## src/rtl/rst_seq.sv

```systemverilog
// rst_seq: reset sequencer and request qualifier for the complex multiplier core.
// Filters a raw reset request, stretches it into a core reset of fixed length,
// holds off 'done' for a settle window after release, and counts accepted and
// rejected (too short) requests with saturating counters.
module rst_seq #(
  parameter int FILT      = 3,
  parameter int HOLD      = 4,
  parameter int WAIT_DONE = 2,
  parameter int CNT_W     = 8
) (
  input  logic             clk,
  input  logic             rst,
  input  logic             req_i,
  output logic             core_rst_o,
  output logic             done_o,
  output logic             busy_o,
  output logic [CNT_W-1:0] rst_cnt_o,
  output logic [CNT_W-1:0] glitch_cnt_o
);

  // The shared cycle counter must hold the largest terminal count of the three phases.
  localparam int MAX_A = (FILT > HOLD) ? FILT : HOLD;
  localparam int MAX_C = (MAX_A > WAIT_DONE) ? MAX_A : WAIT_DONE;
  localparam int CW    = (MAX_C > 1) ? $clog2(MAX_C) : 1;

  localparam logic [CW-1:0] HOLD_LAST = CW'(HOLD - 1);
  localparam logic [CW-1:0] WAIT_LAST = CW'(WAIT_DONE - 1);
  localparam logic [CW-1:0] FILT_LAST = CW'(FILT - 1);
  localparam logic [CW-1:0] CNT_ZERO  = CW'(1'b0);
  localparam logic [CW-1:0] CNT_ONE   = CW'(1'b1);

  typedef enum logic [1:0] {
    S_HOLD    = 2'd0,
    S_RELEASE = 2'd1,
    S_RUN     = 2'd2,
    S_QUAL    = 2'd3
  } state_e;

  state_e           state_q, state_d;
  logic [CW-1:0]    cnt_q, cnt_d;
  logic             armed_q, armed_d;
  logic             core_rst_q, core_rst_d;
  logic             done_q, done_d;
  logic             busy_q, busy_d;
  logic [CNT_W-1:0] rst_cnt_q, rst_cnt_d;
  logic [CNT_W-1:0] glitch_cnt_q, glitch_cnt_d;

  // Event counters stick at all-ones instead of wrapping.
  function automatic logic [CNT_W-1:0] sat_inc(input logic [CNT_W-1:0] v);
    logic [CNT_W-1:0] r;
    if (v == {CNT_W{1'b1}}) begin
      r = v;
    end else begin
      r = v + CNT_W'(1'b1);
    end
    return r;
  endfunction

  // Next-state, counter and arming logic; outputs are decoded from the next state.
  always_comb begin
    state_d      = state_q;
    cnt_d        = cnt_q;
    rst_cnt_d    = rst_cnt_q;
    glitch_cnt_d = glitch_cnt_q;
    // A low sample re-arms the qualifier; acceptance (below) only happens with req high.
    if (!req_i) begin
      armed_d = 1'b1;
    end else begin
      armed_d = armed_q;
    end

    case (state_q)
      S_HOLD: begin
        if (cnt_q == HOLD_LAST) begin
          state_d = S_RELEASE;
          cnt_d   = CNT_ZERO;
        end else begin
          cnt_d = cnt_q + CNT_ONE;
        end
      end
      S_RELEASE: begin
        if (cnt_q == WAIT_LAST) begin
          state_d = S_RUN;
          cnt_d   = CNT_ZERO;
        end else begin
          cnt_d = cnt_q + CNT_ONE;
        end
      end
      S_RUN: begin
        if (armed_q && req_i) begin
          if (FILT == 1) begin
            state_d   = S_HOLD;
            cnt_d     = CNT_ZERO;
            rst_cnt_d = sat_inc(rst_cnt_q);
            armed_d   = 1'b0;
          end else begin
            state_d = S_QUAL;
            cnt_d   = CNT_ONE;
          end
        end else begin
          state_d = S_RUN;
        end
      end
      S_QUAL: begin
        if (!req_i) begin
          state_d      = S_RUN;
          cnt_d        = CNT_ZERO;
          glitch_cnt_d = sat_inc(glitch_cnt_q);
        end else if (cnt_q == FILT_LAST) begin
          state_d   = S_HOLD;
          cnt_d     = CNT_ZERO;
          rst_cnt_d = sat_inc(rst_cnt_q);
          armed_d   = 1'b0;
        end else begin
          cnt_d = cnt_q + CNT_ONE;
        end
      end
      default: begin
        state_d = S_HOLD;
        cnt_d   = CNT_ZERO;
      end
    endcase

    core_rst_d = (state_d == S_HOLD);
    done_d     = (state_d == S_RUN) || (state_d == S_QUAL);
    busy_d     = (state_d != S_RUN);
  end

  // State, counters and registered outputs; rst forces the power-on hold phase.
  always_ff @(posedge clk) begin
    if (rst) begin
      state_q      <= S_HOLD;
      cnt_q        <= CNT_ZERO;
      armed_q      <= 1'b0;
      core_rst_q   <= 1'b1;
      done_q       <= 1'b0;
      busy_q       <= 1'b1;
      rst_cnt_q    <= {CNT_W{1'b0}};
      glitch_cnt_q <= {CNT_W{1'b0}};
    end else begin
      state_q      <= state_d;
      cnt_q        <= cnt_d;
      armed_q      <= armed_d;
      core_rst_q   <= core_rst_d;
      done_q       <= done_d;
      busy_q       <= busy_d;
      rst_cnt_q    <= rst_cnt_d;
      glitch_cnt_q <= glitch_cnt_d;
    end
  end

  assign core_rst_o   = core_rst_q;
  assign done_o       = done_q;
  assign busy_o       = busy_q;
  assign rst_cnt_o    = rst_cnt_q;
  assign glitch_cnt_o = glitch_cnt_q;

endmodule

```

## config.mk

```make
export PLATFORM = sky130hd
export DESIGN_NAME = rst_seq
export DESIGN_NICKNAME = d
export VERILOG_FILES = /design/src/rtl/rst_seq.sv
export SDC_FILE = /design/constraint.sdc
export NUM_CORES = 1
export LEC_CHECK = 0
export CAP_MARGIN = 0
export CORE_MARGIN = 4
export CORE_UTILIZATION = 54
export DETAILED_ROUTE_END_ITERATION = 7
export GPL_TIMING_DRIVEN = 0
export PLACE_DENSITY = 0.82
export SLEW_MARGIN = 40
export SYNTH_ARGS = -nofsm -noshare
export SYNTH_HDL_FRONTEND = slang
export SYNTH_SLANG_ARGS = --single-unit
export TNS_END_PERCENT = 50
```

## constraint.sdc

```tcl
create_clock -name clk -period 3.3 [get_ports clk]
set_input_delay 0.33 -clock clk [delete_from_list [all_inputs] [get_ports clk]]
set_output_delay 0.33 -clock clk [all_outputs]
set_load 0.05 [all_outputs]
```

## Word-level counts from Yosys, hierarchy flattened

Cells that the tools add are included.
W data, S select, Z words.

| word-level totals | value |
|---|---|
| word-level logic and storage cells | 48 |
| output and inout port bits | 19 |
| register bits | 24 |

| cells by class | value |
|---|---|
| reductions and logical operators | 6 |
| bitwise gates (word level) | 3 |
| multiplexer cells | 16 |
| equal/unequal tests | 12 |
| $add $sub $neg | 3 |

Operator list:

| cell | number |
|---|---|
| $mux W2 | 9 |
| $add A8 B1 Y8 const B | 2 |
| $eq A8 B8 Y1 const B | 2 |
| $pmux W2 S4 | 2 |
| $eq A2 B2 Y1 const B | 6 |
| $mux W1 | 5 |
| $eq A2 B1 Y1 const B | 2 |
| $logic_not A2 Y1 | 2 |
| $ne A2 B2 Y1 const B | 2 |
| $reduce_and A4 Y1 | 1 |
| $not A1 Y1 | 3 |
| $reduce_and A3 Y1 | 1 |
| $add A2 B1 Y2 const B | 1 |
| $logic_and A1 B1 Y1 | 1 |
| $logic_or A1 B1 Y1 | 1 |

## Longest topological paths before layout

Gate-level depths: netlist of the first run.

| depth | value |
|---|---|
| depth after elaboration | 6 |
| mapped depth | 7 |

## Worst setup path after synthesis of the first run

OpenSTA, ideal clock, no wires.

| timing | value |
|---|---|
| kind | flip-flop to flip-flop |
| start | register rst_cnt_q[0], in the netlist rst_cnt_o[0] |
| end | register rst_cnt_q[7], in the netlist rst_cnt_o[7] |
| cell stages (with the launch flop) | 6 |
| setup slack | 1.464 ns |
| library setup time | 0.123 ns |
| period minus slack after synthesis | 1.836 ns |
| required time | 3.177 ns |
| data arrival time | 1.713 ns |
| path through | dfxtp_1 > ha_1 > nand3_1 > o211ai_4 > nor3_2 > mux2_1 |

| between the ends | value |
|---|---|
| longest elaborated chain between the ends | 3 |
| elaborated cells between the ends (all ways) | 4 |

Ends and longest elaborated chain:

| what | RTL line | RTL |
|---|---|---|
| from (decl) | 45 | `logic [CNT_W-1:0] rst_cnt_q, rst_cnt_d;` |
| from (signal assigned) | 138 | `rst_cnt_q <= {CNT_W{1'b0}};` |
| from (signal assigned) | 147 | `rst_cnt_q <= rst_cnt_d;` |
| parallel branches: the longest is 3 deep, another holds $add A8 B1 Y8 | -- |  |

Parallel ways; which one is timed is not known.
A chain may end at the register's enable or synchronous reset.

## Final worst setup path of the first run

| timing | value |
|---|---|
| start | register rst_cnt_q[4], in the netlist rst_cnt_o[4] |
| end | output rst_cnt_o[4] |

RTL lines:

| what | RTL line | RTL |
|---|---|---|
| to (decl) | 17 | `output logic [CNT_W-1:0] rst_cnt_o,` |

No word-level cell between the ends.

==> reports/qor.yml, run 1 <==
setup_path:
  cpMaxStageDelayCell: "clkdlybuf4s50_1"
  regToRegStartpoint: "cnt_q[0]"
  critPathCaptureType: "output port"
  start_kind: "flip-flop"
  crit_chain: "clkdlybuf4s50_1"
  crit_family: "buffers and inverters"
  crit_arrival_ns: 1.59
  crit_type: "flip-flop to output port"
  path_buf_inv: 1
  reg2reg_to: "rst_cnt_o[7]"
  r2r_cells: 7
  worst-path-max-fanout: 5
  max_stage_delay_ns: 0.85
  cp.depth: 1
  cp_data_required_time_ns: 2.97
  r2r_slack_ns: 1.55
grt:
  first_global_vias: 892
  met3_usage: 0.0599
  globalRouteTotalUtil: 0.180
  grt_pass1_wl_microns: 3940
  use_met2: 0.293
  grt_max_degree: 14
  overflow: 0
  grt.busiest_layer: "met2"
  antenna_found_initial: 0
  grt.met1_usage: 0.229
placement:
  numPortBuffers: 21
  hpwl_microns: 1750
  place_area_sq_um: 1420
  routabilityCongestion: 0.778
detailed_routing:
  drt_iter0_markers: 18
  viasPerCell: 5.38
  drcViolationCount: 0
  ant_nets: 0
  wl_per_cell_microns: 12.8
  vias: 941
  routed_wl_microns: 2240
  first_pass_iters: 4
yosys:
  synth_top_area_cell: "dfxtp_1"
  ys_warn_count: 0
  synth_top_area_share: 0.391
  ys_types: 36
  synth-seq-cells: 23
  synth_edf_count: 0
  netlist_area_sq_um: 1180
  synth_nets: 134
  ys_seq_area_frac: 0.391
  syn_avg_cell_area_sq_um: 9.58
  syn-instance-count: 123
  synthTopCellsByArea: "dfxtp_1 39%, ha_1 8.5%, xor2_1 7.4%"
  synth-main-ff-cell: "dfxtp_1"
  async_reset_ff_frac: 0
power:
  intPower_uw: 376
  power.net_switching_uw: 154
  powerDensity_nw_per_um2: 365
  p_leak_uw: 0.000578
  seqPwrFrac: 0.574
  p_clk_frac: 0.241
  ir_drop_mv: 0.369
  sw_frac_of_total: 0.290
  power.share.combinational: 0.185
sta:
  setup_viol: 0
  final-max-slew-violation-count: 0
  finalSetupTns_ns: 0
  finalClockSkew_ns: 0.00608
  timing.final.crit_share: 0.581
  rsz0062_at_grt: "false"
  hold_violations: 0
  worst_pin_slew_ns: 0.525
  period_needed_ns: 1.92
  max_freq_ghz: 0.521
  maxSlewHeadroom: 0.649
clock_tree:
  clkTransAtPathRegs_ns: 0.12
  post_cts_resized: 0
  clockRootBuffer: "clkbuf_4"
  clock_latency_ns: 0.31
  cts.sinks: 23
  cts_buffers: 3
  htreeDepth: 1
  cts_buffer_depth: 2
  post_cts_buffers: 0
  hold_buffers: 0
  cts_tree: "built"
min_path:
  hp-class: "flip-flop to flip-flop"
  hold_depth: 2
  holdPathEnd: "armed_q"
  min_from: "armed_q"
cells_and_area:
  areaGrowthSynthToFinish_pct: 23.0
  fillers: 164
  diodes: 0
  final_area_sq_um: 1450
  final_nets: 160
  drive_above_1_share: 0.101
floorplan:
  start_util: 0.583
  die_w_microns: 54.7
  num_rows: 16
  dieHeight_microns: 54.7
  core_area_sq_um: 2020
  io_pins: 22
  die-area_sq_um: 2990
job:
  max_cap_violations: 0
status:
  status: "finished, final reports clean"
-- area by class of cell --
| type | count | area (sq um) | area share |
|---|---|---|---|
| buffer | 5 | 27.5 | 0.0190 |
| inverter | 2 | 7.51 | 0.00518 |
| timing repair buffer | 21 | 210 | 0.145 |
| tap | 27 | 33.8 | 0.0233 |
| sequential | 23 | 460 | 0.318 |
| clock buffer | 3 | 22.5 | 0.0155 |
| clock inverter | 1 | 5.00 | 0.00345 |
| multi-input combinational | 93 | 683 | 0.471 |
-- tightest hold or removal path: cells and delay by family, from the launching register on --
kind,cells,cell delay [ns]
AO/OA/AOI/OAI,1,0.05
AND/OR/NAND/NOR,1,0.06
flip-flops,1,0.34
-- sequential cells by signal, summed over array words and instances, names as in the netlist --
register,cells
state_q,2
glitch_cnt_o,8
armed_q,1
busy_o,1
cnt_q,2
core_rst_o,1
rst_cnt_o,8
-- through the flow --
step / std cells / setup WS, ns / utilization / total power [uW] / hold slack (ns)
floorplan: 123 / 1.46 / - / 381 / 0.414
global placement: 171 / 1.30 / 0.704 / 405 / 0.458
detailed placement: 171 / 1.28 / 0.704 / 409 / 0.466
CTS: 175 / 1.37 / 0.717 / 536 / 0.483
global route: 175 / 1.29 / 0.717 / 567 / 0.529
finish: 175 / 1.38 / 0.717 / 530 / 0.481
-- worst max-delay path by stage --
stage,start,endpoint,slack (ns)
floorplan,rst_cnt_o[0],rst_cnt_o[7],1.46
global placement,req_i,rst_cnt_o[7],1.30
detailed placement,req_i,rst_cnt_o[7],1.28
CTS,rst_cnt_o[4],rst_cnt_o[4],1.37
global route,rst_cnt_o[3],rst_cnt_o[3],1.29
finish,rst_cnt_o[4],rst_cnt_o[4],1.38
-- synth_stat cells, drive strengths merged, types with 3 or more instances --
master and n:
nor2 18, ha 8, buf 3, o21ai 4, xor2 10, nand2 5, nor2b 5, dfxtp 23
a21oi 5, o211ai 5, nor3 3, nand3 4
-- per-layer routing --
layer  vias to the layer above  routed length (microns)
met5                         -                        0
met4                         0                       12
met3                         2                      115
met2                        18                     1060
met1                       438                     1050
li1                        483                        -
-- cells in the final DEF (no fill, tap or decap) --
cell / n
dfxtp_1: 23
clkdlybuf4s50_1: 21
nor2_1: 18
xor2_1: 10
ha_1: 8
nand2_1: 5
nor2b_1: 5
a21oi_1: 5
nand3_1: 4
o211ai_1: 3
nor3_2: 3
clkbuf_4: 3
inv_1: 2
clkbuf_1: 2
buf_4: 2
xnor2_1: 2
and3_1: 2
and2_1: 2
o2111ai_1: 2
nand3b_1: 2
o21ai_1: 2
mux2i_1: 2
o21ai_0: 2
a211oi_1: 2
mux2_1: 2
nand4_2: 1
and4_1: 1
and4bb_1: 1
o211ai_4: 1
buf_2: 1
nand2b_1: 1
a311o_1: 1
a31oi_1: 1
nand4_1: 1
and3b_2: 1
and4bb_2: 1
o211ai_2: 1
a32oi_1: 1
clkinv_2: 1
-- power by group through the flow --
stage               registers, uW  clock network, uW  logic (uW)
global route                  306                147         114
detailed placement            310                  0        99.3
global placement              309                  0        95.6
finish                        304                128        98.2
CTS                           304                132        99.7
floorplan                     320                  0        60.2
-- kinds of logic after synthesis --
| family | Yosys count | share of synthesized area |
|---|---|---|
| muxes | 4 | 0.0361 |
| buffers and inverters | 7 | 0.0297 |
| DFF | 23 | 0.391 |
| AOI/OAI and AO/OA | 21 | 0.135 |
| xor gates and xnor gates | 12 | 0.0892 |
| and+or+nand+nor | 48 | 0.235 |
| adders and majority gates | 8 | 0.0849 |
Power figures use the tool's default switching activity.
==> run 2, diff against run 1 <==
Settings changed: CORE_UTILIZATION 54 to 50, PLACE_DENSITY 0.82 to 0.77.
Clock period 3.3 ns to 2 ns, I/O delays scaled along.
==> reports/qor.yml, run 2 (synthesis gave the netlist of run 1 again) <==
sta:
  maxSlewHeadroom: 0.665  # was 0.649
  setup_viol: 0  # unchanged
  final-max-slew-violation-count: 0  # unchanged
  finalClockSkew_ns: 0.00166  # was 0.00608 ns
  timing.final.crit_share: 0.917
  finalSetupTns_ns: 0  # unchanged
  hold_violations: 0  # unchanged
  rsz0062_at_grt: "false"  # unchanged
  max_freq_ghz: 0.545
  period_needed_ns: 1.83
  worst_pin_slew_ns: 0.500  # was 0.525 ns
clock_tree:
  post_cts_resized: 0  # unchanged
  clkTransAtPathRegs_ns: 0.12  # about the same
  cts.sinks: 23  # unchanged
  cts_tree: "built"  # unchanged
  clockRootBuffer: "clkbuf_4"  # unchanged
  post_cts_buffers: 0  # unchanged
  cts_buffers: 3  # unchanged
  hold_buffers: 0  # unchanged
  cts_buffer_depth: 2  # unchanged
  htreeDepth: 1  # unchanged
  clock_latency_ns: 0.30  # was 0.31 ns
placement:
  routabilityCongestion: 0.757  # was 0.778
  numPortBuffers: 21  # unchanged
  hpwl_microns: 1670  # was 1750 microns
power:
  intPower_uw: 622  # was 376 uW
  power.net_switching_uw: 256  # was 154 uW
  seqPwrFrac: 0.571  # was 0.574
  sw_frac_of_total: 0.292  # was 0.290
  powerDensity_nw_per_um2: 605  # was 365 nW/um^2
  p_leak_uw: 0.000578  # unchanged
  power.share.combinational: 0.192  # was 0.185
  ir_drop_mv: 0.513  # was 0.369 mV
  p_clk_frac: 0.237  # was 0.241
setup_path:
  regToRegStartpoint: "cnt_q[0]"  # unchanged
  reg2reg_to: "rst_cnt_o[7]"  # unchanged
  cp_data_required_time_ns: 2.20  # was 2.97 ns
  crit_chain: "inv_1 -> ha_1 -> and4_1 -> buf_4 -> o211ai_4 -> nor3_2 -> mux2_1"  # was clkdlybuf4s50_1
  r2r_cells: 7  # unchanged
  crit_arrival_ns: 2.03  # was 1.59 ns
  start_kind: "flip-flop"  # unchanged
  worst-path-max-fanout: 7  # was 5
  max_stage_delay_ns: 0.37  # was 0.85 ns
  cpMaxStageDelayCell: "dfxtp_1"  # was clkdlybuf4s50_1
  critPathCaptureType: "flip-flop"  # was output port
  r2r_slack_ns: 0.17  # was 1.55 ns
  crit_type: "flip-flop to flip-flop"  # was flip-flop to output port
detailed_routing:
  drcViolationCount: 0  # unchanged
  routed_wl_microns: 2260  # was 2240 microns
  ant_nets: 0  # unchanged
  viasPerCell: 5.46  # was 5.38
  wl_per_cell_microns: 12.8  # about the same
  vias: 961  # was 941
  first_pass_iters: 4  # unchanged
  drt_iter0_markers: 6  # was 18
grt:
  globalRouteTotalUtil: 0.149  # was 0.180
  grt_pass1_wl_microns: 3910  # was 3940 microns
  first_global_vias: 900  # was 892
  overflow: 0  # unchanged
  antenna_found_initial: 0  # unchanged
  grt_max_degree: 14  # unchanged
cells_and_area:
  diodes: 0  # unchanged
  drive_above_1_share: 0.101  # unchanged
  final_nets: 160  # unchanged
  final_cell_mix: "23 x dfxtp_1, 21 x clkdlybuf4s50_1, 18 x nor2_1"  # unchanged
  final_common_cell: "dfxtp_1"  # unchanged
  post-route-util: 0.650  # was 0.717
  areaGrowthSynthToFinish_pct: 23.1  # was 23.0%
min_path:
  min_from: "armed_q"  # unchanged
  hp-class: "flip-flop to flip-flop"  # unchanged
  hold_depth: 2  # unchanged
  holdPathEnd: "armed_q"  # unchanged
floorplan:
  start_util: 0.528  # was 0.583
  dieHeight_microns: 56.6  # was 54.7 microns
  num_rows: 17  # was 16
  core_area_sq_um: 2230  # was 2020 sq um
  die-area_sq_um: 3200  # was 2990 sq um
  die_w_microns: 56.6  # was 54.7 microns
  io_pins: 22  # unchanged
job:
  max_cap_violations: 0  # unchanged
status:
  status: "finished, final reports clean"  # unchanged
[run 2: cell counts in the layout (fill, tap and decap cells not counted)]
No cell type changed its count.
[run 2: layout make-up]
type                    count  area, sq um
plain buffers               5         27.5
clock buffers               3         22.5
clock inverters             1         5.00
fillers                   198          782
inverters                   2         7.51
multi-input cells          93          683
flip-flops and latches     23          460
well taps                  28         35.0
repair buffers             21          210
[run 2: power by group through the flow]
stage / sequential (uW) / clock (uW) / combinational, uW
2_1_floorplan: 529 / 0 / 99.3
3_3_place_gp: 509 / 0 / 158
3_5_place_dp: 511 / 0 / 166
4_1_cts: 500 / 220 / 167
5_1_grt: 506 / 242 / 187
6_report: 501 / 208 / 168
[run 2: worst max path at each step]
stage / startpoint / end / slack (ns) / depth (start not counted)
floorplan: rst_cnt_o[0] / rst_cnt_o[7] / 0.16 / 5
global placement: req_i / rst_cnt_o[7] / 0.14 / 6
detailed placement: req_i / rst_cnt_o[7] / 0.1 / 6
CTS: rst_cnt_o[4] / rst_cnt_o[4] / 0.18 / 1
global route: cnt_q[0] / rst_cnt_o[7] / 0.09 / 7
finish: cnt_q[0] / rst_cnt_o[7] / 0.17 / 7
[run 2: metal layers]
metal,track usage,up-vias,routed length (microns)
li1,-,483,-
met1,0.202,450,1070
met2,0.233,22,1040
met3,0.0345,6,114
met4,0.0475,0,36
met5,0,-,0
[run 2: worst max-delay path: cells and delay by family (launching register included)]
kind | cells | cell delay, ns
adders and majority gates | 1 | 0.22
buffers and inverters | 2 | 0.32
DFF | 1 | 0.37
AOI/OAI and AO/OA | 1 | 0.10
muxes | 1 | 0.33
and+or+nand+nor | 2 | 0.39
[run 2: stage by stage]
stage / setup WS [ns] / cell area, sq um / cells / hold slack [ns] / power [uW]
6_report: 0.166 / 1450 / 176 / 0.490 / 878
5_1_grt: 0.0898 / 1450 / 176 / 0.530 / 935
4_1_cts: 0.184 / 1450 / 176 / 0.492 / 887
3_5_place_dp: 0.0998 / 1420 / 172 / 0.474 / 677
3_3_place_gp: 0.138 / 1420 / 172 / 0.458 / 667
2_1_floorplan: 0.164 / 1180 / 123 / 0.284 / 628
==> run 3, diff against run 2 <==
Settings changed: CORE_ASPECT_RATIO set to 0.8, CORE_MARGIN 4 to 2, REMOVE_ABC_BUFFERS set to 1.
==> reports/qor.yml, run 3 (synthesis gave the netlist of run 1 again) <==
placement:
  place_inst: 164  # was 172
  numPortBuffers: 21  # unchanged
  hpwl_microns: 1660  # was 1670 microns
  dpl_worst_slack_ns: -0.000897  # was 0.0998 ns
  routabilityCongestion: 0.743  # was 0.757
power:
  p_leak_uw: 0.000578  # about the same
  power.share.combinational: 0.172  # was 0.192
  powerDensity_nw_per_um2: 615  # was 605 nW/um^2
  ir_drop_mv: 0.553  # was 0.513 mV
  sw_frac_of_total: 0.292  # about the same
  seqPwrFrac: 0.585  # was 0.571
  report.power.total_uw: 872  # was 878 uW
  power.net_switching_uw: 255  # was 256 uW
  intPower_uw: 617  # was 622 uW
  p_clk_frac: 0.243  # was 0.237
clock_tree:
  cts.sinks: 23  # unchanged
  cts_buffer_depth: 2  # unchanged
  htreeDepth: 1  # unchanged
  cts_buffers: 3  # unchanged
  clock_latency_ns: 0.31  # was 0.30 ns
  cts_tree: "built"  # unchanged
  post_cts_buffers: 0  # unchanged
  clockRootBuffer: "clkbuf_4"  # unchanged
  post_cts_resized: 0  # unchanged
  hold_buffers: 0  # unchanged
  clkTransAtPathRegs_ns: 0.12  # about the same
setup_path:
  start_kind: "flip-flop"  # unchanged
  crit_arrival_ns: 2.10  # was 2.03 ns
  regToRegStartpoint: "cnt_q[0]"  # unchanged
  r2r_slack_ns: 0.12  # was 0.17 ns
  cp_data_required_time_ns: 2.21  # was 2.20 ns
  critPathCaptureType: "flip-flop"  # unchanged
  r2r_cells: 6  # was 7
  reg2reg_to: "rst_cnt_o[7]"  # unchanged
  worst-path-max-fanout: 7  # unchanged
  crit_type: "flip-flop to flip-flop"  # unchanged
cells_and_area:
  final_nets: 155  # was 160
  final_cell_mix: "23 x dfxtp_1, 19 x clkdlybuf4s50_1, 18 x nor2_1"  # was 23 x dfxtp_1, 21 x clkdlybuf4s50_1, 18 x nor2_1
  drive_above_1_share: 0.0909  # was 0.101
  areaGrowthSynthToFinish_pct: 20.3  # was 23.1%
  final_cell_count_no_fill: 168  # was 176
  diodes: 0  # unchanged
  final_common_cell: "dfxtp_1"  # unchanged
grt:
  globalRouteTotalUtil: 0.177  # was 0.149
  grt_max_degree: 24  # was 14
  overflow: 0  # unchanged
  grt_pass1_wl_microns: 3610  # was 3910 microns
  first_global_vias: 791  # was 900
  antenna_found_initial: 0  # unchanged
sta:
  max_freq_ghz: 0.531  # was 0.545 GHz
  maxSlewHeadroom: 0.651  # was 0.665
  worst_pin_slew_ns: 0.522  # was 0.500 ns
  timing.final.crit_share: 0.942  # was 0.917
  setup_viol: 0  # unchanged
  final-max-slew-violation-count: 0  # unchanged
  rsz0062_at_grt: "false"  # unchanged
  hold_violations: 0  # unchanged
  period_needed_ns: 1.88  # was 1.83 ns
  setup_slack_ns: 0.115  # was 0.166 ns
  finalSetupTns_ns: 0  # unchanged
  finalClockSkew_ns: 0.00298  # was 0.00166 ns
job:
  max_cap_violations: 0  # unchanged
detailed_routing:
  routed_wl_microns: 2200  # was 2260 microns
  wl_per_cell_microns: 13.1  # was 12.8 microns
  ant_nets: 0  # unchanged
  first_pass_iters: 4  # unchanged
  vias: 928  # was 961
  drcViolationCount: 0  # unchanged
  drt_iter0_markers: 35  # was 6
  viasPerCell: 5.52  # was 5.46
floorplan:
  num_rows: 15  # was 17
  die_w_microns: 58.3  # was 56.6 microns
  start_util: 0.537  # was 0.528
  core_area_sq_um: 2200  # was 2230 sq um
  dieHeight_microns: 47.4  # was 56.6 microns
  io_pins: 22  # unchanged
  die-area_sq_um: 2760  # was 3200 sq um
status:
  status: "finished, final reports clean"  # unchanged
min_path:
  hold_depth: 2  # unchanged
  holdPathEnd: "glitch_cnt_o[1]"  # was armed_q
  min_from: "rst"  # was armed_q
  hp-class: "input pin to flip-flop"  # was flip-flop to flip-flop
[run 3: cell count changes in the layout (fill, tap and decap cells not counted), sizes merged]
| cell | before | now |
|---|---|---|
| dlymetal6s2s | 0 | 1 |
| clkbuf | 5 | 3 |
| buf | 3 | 1 |
| clkdlybuf4s50 | 21 | 19 |
[run 3: final cells by class]
| type | count | area [sq um] |
|---|---|---|
| multi-input cells | 93 | 683 |
| clock inverters | 1 | 5.00 |
| well taps | 25 | 31.3 |
| flip-flops and latches | 23 | 460 |
| fillers | 190 | 778 |
| repair buffers | 21 | 208 |
| inverters | 2 | 7.51 |
| clock buffers | 3 | 22.5 |
[run 3: worst max-delay path by stage]
stage                     from           end
floorplan           state_q[1]  rst_cnt_o[7]
CTS                 state_q[1]        done_o
global placement         req_i  rst_cnt_o[7]
detailed placement       req_i  rst_cnt_o[7]
finish                cnt_q[0]  rst_cnt_o[7]
global route          cnt_q[0]  rst_cnt_o[7]
[run 3: per-stage QoR]
step	instance area [sq um]	util	hold slack [ns]
2_1_floorplan	1150	-	0.269
4_1_cts	1420	0.647	0.495
3_3_place_gp	1390	0.634	0.459
3_5_place_dp	1390	0.634	0.476
6_report	1420	0.646	0.292
5_1_grt	1420	0.646	0.291
[run 3: worst max-delay path: stages (launching register included)]
cell	delay (ns)
dfxtp_1	0.37
inv_1	0.15
ha_1	0.21
and4_1	0.40
o211ai_4	0.14
nor3_2	0.18
mux2_1	0.33
[run 3: power by group through the flow]
| stage | clock network, uW | registers (uW) | logic [uW] |
|---|---|---|---|
| CTS | 225 | 510 | 152 |
| finish | 212 | 510 | 149 |
| global placement | 0 | 517 | 143 |
| floorplan | 0 | 535 | 84.0 |
| detailed placement | 0 | 520 | 149 |
| global route | 242 | 515 | 168 |
[run 3: per-layer routing]
layer,GRT usage,share of wire
met5,0,0
met4,0.0558,0.0073
met3,0.0568,0.044
met2,0.299,0.47
met1,0.222,0.48
